## src/rtl/mc_ctrl_pkg.sv

```systemverilog
// Shared encodings for the multicycle MIPS control unit: states, opcodes,
// funct codes, ALU operation codes and datapath mux selects.
package mc_ctrl_pkg;

    typedef enum logic [3:0] {
        ST_FETCH  = 4'd0,
        ST_DECODE = 4'd1,
        ST_MEMADR = 4'd2,
        ST_MEMRD  = 4'd3,
        ST_MEMWB  = 4'd4,
        ST_MEMWR  = 4'd5,
        ST_EXEC   = 4'd6,
        ST_ALUWB  = 4'd7,
        ST_BEQ    = 4'd8,
        ST_BNE    = 4'd9,
        ST_ADDIEX = 4'd10,
        ST_ADDIWB = 4'd11,
        ST_JUMP   = 4'd12
    } state_t;

    localparam logic [5:0] OP_RTYPE = 6'b000000;
    localparam logic [5:0] OP_LW    = 6'b100011;
    localparam logic [5:0] OP_SW    = 6'b101011;
    localparam logic [5:0] OP_BEQ   = 6'b000100;
    localparam logic [5:0] OP_BNE   = 6'b000101;
    localparam logic [5:0] OP_ADDI  = 6'b001000;
    localparam logic [5:0] OP_J     = 6'b000010;

    localparam logic [5:0] FN_ADD = 6'b100000;
    localparam logic [5:0] FN_SUB = 6'b100010;
    localparam logic [5:0] FN_AND = 6'b100100;
    localparam logic [5:0] FN_OR  = 6'b100101;
    localparam logic [5:0] FN_SLT = 6'b101010;

    typedef enum logic [1:0] {
        ALUOP_ADD   = 2'b00,
        ALUOP_SUB   = 2'b01,
        ALUOP_FUNCT = 2'b10
    } alu_op_t;

    localparam logic [3:0] ALU_AND = 4'b0000;
    localparam logic [3:0] ALU_OR  = 4'b0001;
    localparam logic [3:0] ALU_ADD = 4'b0010;
    localparam logic [3:0] ALU_SUB = 4'b0110;
    localparam logic [3:0] ALU_SLT = 4'b0111;

    localparam logic [1:0] PCSRC_ALU    = 2'b00;
    localparam logic [1:0] PCSRC_ALUOUT = 2'b01;
    localparam logic [1:0] PCSRC_JUMP   = 2'b10;

    localparam logic [1:0] SRCB_B       = 2'b00;
    localparam logic [1:0] SRCB_FOUR    = 2'b01;
    localparam logic [1:0] SRCB_IMM     = 2'b10;
    localparam logic [1:0] SRCB_IMM_SH2 = 2'b11;

endpackage

```

## src/rtl/mc_alu_decode.sv

```systemverilog
// ALU control decoder: maps the FSM's ALUOp and the instruction funct field
// to the ALU operation code, zero-extended (or truncated) to ALUCTRL_W.
module mc_alu_decode
    import mc_ctrl_pkg::*;
#(
    parameter int FUNCT_W   = 6,
    parameter int ALUCTRL_W = 4
) (
    input  logic [1:0]           i_alu_op,
    input  logic [FUNCT_W-1:0]   i_func,
    output logic [ALUCTRL_W-1:0] o_alu_control
);

    logic [3:0] w_code;

    // NOTE: w_code gets a default before any branch so no path leaves it unassigned (no latch).
    always_comb begin
        w_code = ALU_ADD;
        if (i_alu_op == ALUOP_SUB) begin
            w_code = ALU_SUB;
        end else if (i_alu_op == ALUOP_FUNCT) begin
            if (i_func == FUNCT_W'(FN_ADD))      w_code = ALU_ADD;
            else if (i_func == FUNCT_W'(FN_SUB)) w_code = ALU_SUB;
            else if (i_func == FUNCT_W'(FN_AND)) w_code = ALU_AND;
            else if (i_func == FUNCT_W'(FN_OR))  w_code = ALU_OR;
            else if (i_func == FUNCT_W'(FN_SLT)) w_code = ALU_SLT;
            else                                 w_code = ALU_ADD;
        end
    end

    assign o_alu_control = ALUCTRL_W'(w_code);

endmodule

```

## src/rtl/multicycle_control.sv

```systemverilog
// Multicycle MIPS control unit: Moore FSM sequencing each instruction over
// 3-5 cycles and decoding every datapath enable/select from the current state.
module multicycle_control
    import mc_ctrl_pkg::*;
#(
    parameter int OP_W      = 6,
    parameter int FUNCT_W   = 6,
    parameter int ALUCTRL_W = 4,
    parameter int EN_BNE    = 1,
    parameter int EN_JUMP   = 1
) (
    input  logic                 clk,
    input  logic                 reset,
    input  logic [OP_W-1:0]      Opcode,
    input  logic [FUNCT_W-1:0]   Func,
    input  logic                 Zero,
    output logic                 IorD,
    output logic                 MemWrite,
    output logic                 IRWrite,
    output logic                 PCEn,
    output logic [1:0]           PCSrc,
    output logic                 RegDst,
    output logic                 MemtoReg,
    output logic                 RegWrite,
    output logic                 ALUSrcA,
    output logic [1:0]           ALUSrcB,
    output logic [ALUCTRL_W-1:0] ALUControl,
    output logic                 Illegal,
    output logic [3:0]           State
);

    state_t  r_state;

    logic    w_is_r, w_is_lw, w_is_sw, w_is_beq, w_is_bne, w_is_addi, w_is_j;
    logic    w_legal;
    logic    w_iord, w_mem_write, w_ir_write, w_pc_write, w_branch, w_branch_ne;
    logic    w_reg_dst, w_mem_to_reg, w_reg_write, w_alu_src_a;
    logic    w_illegal;
    logic [1:0] w_pc_src, w_alu_src_b;
    alu_op_t w_alu_op;

    assign w_is_r    = (Opcode == OP_W'(OP_RTYPE));
    assign w_is_lw   = (Opcode == OP_W'(OP_LW));
    assign w_is_sw   = (Opcode == OP_W'(OP_SW));
    assign w_is_beq  = (Opcode == OP_W'(OP_BEQ));
    assign w_is_bne  = (EN_BNE != 0) && (Opcode == OP_W'(OP_BNE));
    assign w_is_addi = (Opcode == OP_W'(OP_ADDI));
    assign w_is_j    = (EN_JUMP != 0) && (Opcode == OP_W'(OP_J));
    assign w_legal   = w_is_r | w_is_lw | w_is_sw | w_is_beq | w_is_bne | w_is_addi | w_is_j;

    // NOTE: state is sequential, so it is updated with non-blocking assignments only.
    always_ff @(posedge clk or posedge reset) begin
        if (reset) begin
            r_state <= ST_FETCH;
        end else begin
            case (r_state)
                ST_FETCH:  r_state <= ST_DECODE;
                ST_DECODE: begin
                    if (w_is_lw || w_is_sw) r_state <= ST_MEMADR;
                    else if (w_is_r)        r_state <= ST_EXEC;
                    else if (w_is_beq)      r_state <= ST_BEQ;
                    else if (w_is_bne)      r_state <= ST_BNE;
                    else if (w_is_addi)     r_state <= ST_ADDIEX;
                    else if (w_is_j)        r_state <= ST_JUMP;
                    else                    r_state <= ST_FETCH;
                end
                ST_MEMADR: r_state <= w_is_lw ? ST_MEMRD : ST_MEMWR;
                ST_MEMRD:  r_state <= ST_MEMWB;
                ST_EXEC:   r_state <= ST_ALUWB;
                ST_ADDIEX: r_state <= ST_ADDIWB;
                default:   r_state <= ST_FETCH;
            endcase
        end
    end

    always_comb begin
        w_iord       = 1'b0;
        w_mem_write  = 1'b0;
        w_ir_write   = 1'b0;
        w_pc_write   = 1'b0;
        w_branch     = 1'b0;
        w_branch_ne  = 1'b0;
        w_pc_src     = PCSRC_ALU;
        w_reg_dst    = 1'b0;
        w_mem_to_reg = 1'b0;
        w_reg_write  = 1'b0;
        w_alu_src_a  = 1'b0;
        w_alu_src_b  = SRCB_B;
        w_alu_op     = ALUOP_ADD;
        case (r_state)
            ST_FETCH: begin
                w_alu_src_b = SRCB_FOUR;
                w_ir_write  = 1'b1;
                w_pc_write  = 1'b1;
            end
            ST_DECODE: w_alu_src_b = SRCB_IMM_SH2;
            ST_MEMADR: begin
                w_alu_src_a = 1'b1;
                w_alu_src_b = SRCB_IMM;
            end
            ST_MEMRD:  w_iord = 1'b1;
            ST_MEMWB: begin
                w_mem_to_reg = 1'b1;
                w_reg_write  = 1'b1;
            end
            ST_MEMWR: begin
                w_iord      = 1'b1;
                w_mem_write = 1'b1;
            end
            ST_EXEC: begin
                w_alu_src_a = 1'b1;
                w_alu_op    = ALUOP_FUNCT;
            end
            ST_ALUWB: begin
                w_reg_dst   = 1'b1;
                w_reg_write = 1'b1;
            end
            ST_BEQ, ST_BNE: begin
                w_alu_src_a = 1'b1;
                w_alu_op    = ALUOP_SUB;
                w_pc_src    = PCSRC_ALUOUT;
                w_branch    = (r_state == ST_BEQ);
                w_branch_ne = (r_state == ST_BNE);
            end
            ST_ADDIEX: begin
                w_alu_src_a = 1'b1;
                w_alu_src_b = SRCB_IMM;
            end
            ST_ADDIWB: w_reg_write = 1'b1;
            ST_JUMP: begin
                w_pc_src   = PCSRC_JUMP;
                w_pc_write = 1'b1;
            end
            default: ;
        endcase
    end

    assign w_illegal = (r_state == ST_DECODE) && !w_legal;

    // Side-effecting enables are held off while reset is asserted; state is already FETCH.
    assign IRWrite    = ~reset & w_ir_write;
    assign MemWrite   = ~reset & w_mem_write;
    assign RegWrite   = ~reset & w_reg_write;
    assign Illegal    = ~reset & w_illegal;
    assign PCEn       = ~reset & (w_pc_write | (w_branch & Zero) | (w_branch_ne & ~Zero));
    assign IorD       = w_iord;
    assign PCSrc      = w_pc_src;
    assign RegDst     = w_reg_dst;
    assign MemtoReg   = w_mem_to_reg;
    assign ALUSrcA    = w_alu_src_a;
    assign ALUSrcB    = w_alu_src_b;
    assign State      = r_state;

    mc_alu_decode #(
        .FUNCT_W   (FUNCT_W),
        .ALUCTRL_W (ALUCTRL_W)
    ) u_alu_decode (
        .i_alu_op      (w_alu_op),
        .i_func        (Func),
        .o_alu_control (ALUControl)
    );

endmodule

```

## config.mk

```make
export PLATFORM = sky130hd
export DESIGN_NAME = multicycle_control
export DESIGN_NICKNAME = d
export VERILOG_FILES = /design/src/rtl/mc_ctrl_pkg.sv /design/src/rtl/mc_alu_decode.sv /design/src/rtl/multicycle_control.sv
export SDC_FILE = /design/constraint.sdc
export NUM_CORES = 1
export LEC_CHECK = 0
export BUFFER_PORTS_ARGS = -buffer_cell sky130_fd_sc_hd__buf_2
export CORE_MARGIN = 2
export CORE_UTILIZATION = 46
export CTS_CLUSTER_DIAMETER = 100
export DETAILED_ROUTE_END_ITERATION = 10
export GPL_TIMING_DRIVEN = 0
export PLACE_DENSITY_LB_ADDON = 0.1
export SYNTH_ARGS = -nofsm -noshare
export SYNTH_HDL_FRONTEND = slang
export SYNTH_HIERARCHICAL = 1
export SYNTH_SLANG_ARGS = --single-unit
```

## constraint.sdc

```tcl
create_clock -name clk -period 4.73 [get_ports clk]
set_input_delay 0.946 -clock clk [delete_from_list [all_inputs] [get_ports clk]]
set_output_delay 0.946 -clock clk [all_outputs]
set_load 0.005 [all_outputs]
```

==> results.cfg <==
[place]
io_buffers = 34
hpwl_um = 1252
routabilityCongestion = 0.8127

[synth]
ys_seq_elements = 4
netlist_instances = 82
avgSynthCellArea_sq_um = 7.706
synth_top_family_by_area = simple AND/OR/NAND/NOR gates
async_reset_ff_share_pct = 100.0
syn-num-nets = 97
yosysSeqAreaShare_pct = 15.84
synth-compound-area-share_pct = 19.41
synth-edff-count = 0
synth_mux_area_share_pct = 0
synth-simple-area-share_pct = 53.47
synthXorXnorAreaFrac_pct = 1.386
yosys.area_share.adder_pct = 1.584
netlist_area_sq_um = 631.9
synth_ff_type = dfrtp_1
ys_types = 42
yosys_warnings = 6

[timing]
hold_violations = 0
fin_tns_setup_ns = 0
min_period_ns = 2.830
finalMaxSlewViolations = 0
max_freq_mhz = 353.4
final.setup_skew_ns = 0.006919
fin_crit_sh_pct = 59.83
final-setup-viol-count = 0
rsz0062_at_grt = false
holdWs_ns = 0.6431

[final_layout]
nets = 136
fillCellCount = 123
diodes = 0
largest_reg_flops = 4
drive_above_1_share_pct = 44.54
area.growth.synth_to_final_pct = 33.47

[routing]
detail-route-antenna-nets = 0
drt-vias-per-instance = 5.560
first_pass_iters = 4
num_vias = 745
dr.first_iter.drc_count = 9
drc = 0
wl_per_cell_um = 12.28
totalWireLength_um = 1646

[floorplanning]
die_h_um = 41.06
core_sq_um = 1285
start_util_pct = 49.17
die-width_um = 41.06
boundaryPins = 36
placementRows = 13
dieArea_sq_um = 1686

[clock_network]
cts_root_buf = clkbuf_4
cts_tree = yes
insertion_delay_ns = 0.24
numCtsBuffers = 3
clkSlewWorstSetupHoldPaths_ns = 0.04
clockBufferDepth = 2
post-cts-setup-buffers = 0
hold_buffers = 0
htreeDepth = 1
post_cts_resized = 0
clock-sinks = 4

[worst_setup_path]
crit_path_max_fanout = 8
criticalPathCategory = input pin to output port
r2r-start = State[2]
path_cells = buf_2 > nor4b_2 > o31ai_1 > nor3b_2 > buf_2
crit_top_cell = buf_2
ff2ff_setup_slack_ns = 3.48
rr_worst_depth = 4
crit_path_max_incr_delay_ns = 0.31
r2r_end = State[3]
arrival_ns = 1.88
critPathCaptureType = output port
slowest_stage = o31ai_1
critPathLaunchType = input pin
endpoint = Illegal
crit_path_start = Opcode[1]
worstPathRequired_ns = 3.78

[global_routing]
grt_pass1_wl_um = 2415
grt_usage_pct = 22.09
grt-ovfl-total = 0
grt_start_max_net_pins = 11
grt_pass1_vias = 550
antenna_found_initial = 0

[min_path]
hp-class = input pin to asynchronous set/reset pin

[status]
outcome = finished, final reports clean

[run]
maxCapViolCount = 0

[pwr]
power_density_nw_per_um2 = 246.9
peakVddDrop_mv = 0.2317
p_leak_nw = 0.4132
==> cell families after synthesis <==
kind of cell,Yosys count
simple gates,50
compound gates,16
buf+inv,9
flops,4
xor+xnor,1
fa+ha+maj,1
other cells,1
==> worst min path at each step <==
stage	start	slack, ns	end	depth (start not counted)
after floorplan	State[1]	0.61	State[2]	2
after global placement	State[1]	0.65	State[2]	2
after detailed placement	State[1]	0.65	State[2]	2
after CTS	reset	0.64	State[2]	2
after global routing	reset	0.66	State[2]	2
final	reset	0.64	State[2]	2
==> metrics by stage <==
step / instance area, sq um / setup WS [ns] / cells / total power, mW / utilization (%)
2_1_floorplan: 631.9 / 2.239 / 82 / 0.1198 / -
3_3_place_gp: 820.8 / 1.883 / 131 / 0.1641 / 63.88
3_5_place_dp: 820.8 / 1.892 / 131 / 0.1651 / 63.88
4_1_cts: 843.3 / 1.895 / 134 / 0.2102 / 65.63
5_1_grt: 843.3 / 1.834 / 134 / 0.2283 / 65.63
6_report: 843.3 / 1.900 / 134 / 0.2082 / 65.63
==> synth_stat cells, drive strengths merged (2+ instances only) <==
cell | number | share of area, %
inv | 4 | 2.4
and4bb | 3 | 5.9
nand3 | 2 | 1.6
nand2b | 3 | 4.2
nand4b | 2 | 2.8
nor3 | 5 | 4.8
a21oi | 2 | 1.6
o21a | 2 | 2.4
o21ai | 4 | 3.2
nor2b | 2 | 2.0
nor2 | 13 | 8.1
nor3b | 3 | 4.4
nor4b | 5 | 9.9
nand2 | 6 | 3.6
dfrtp | 4 | 16
and3 | 2 | 2.2
buf | 5 | 5.3
==> final cells by class <==
class	count	area (sq um)	share of cell area [%]
plain buffers	5	33.78	4.006
clock buffers	3	22.52	2.671
flip-flops and latches	4	100.1	11.87
multi-input cells	69	483.0	57.27
well taps	15	18.77	2.226
repair buffers	34	170.2	20.18
inverters	4	15.01	1.780
==> per-layer routing <==
layer	wire [um]	GRT usage (%)	vias to the layer above
met5	0	0	-
li1	-	-	383
met1	757	29.22	332
met3	125	8.152	2
met2	751	33.20	28
met4	11	5.833	0
==> where the power goes <==
group | internal, mW | total, mW | switching, mW
Combinational | 0.0532 | 0.115 | 0.0618
Clock | 0.0284 | 0.0428 | 0.0144
Sequential | 0.0402 | 0.0504 | 0.0102
==> placed cells by master, fill, tap and decap left out, types with 2 or more instances in the layout <==
cell | netlist | routed
nand4b_1 | 2 | 2
nor4b_2 | 3 | 3
clkbuf_4 | 0 | 3
buf_2 | 3 | 37
nor2b_1 | 2 | 2
nor3_1 | 4 | 4
nand2b_1 | 2 | 2
inv_1 | 4 | 4
nand2_1 | 6 | 6
dfrtp_1 | 4 | 4
nor3b_1 | 2 | 2
o21ai_1 | 3 | 3
a21oi_1 | 2 | 2
and4bb_2 | 2 | 2
nor2_1 | 12 | 12
nor4b_1 | 2 | 2
o21a_1 | 2 | 2
nand3_1 | 2 | 2
==> worst max-delay path: cells and delay by family <==
kind / cells / cell delay [ns]
buf+inv: 2 / 0.26
simple gates: 2 / 0.36
compound gates: 1 / 0.31
(Power assumes the default switching activity.)
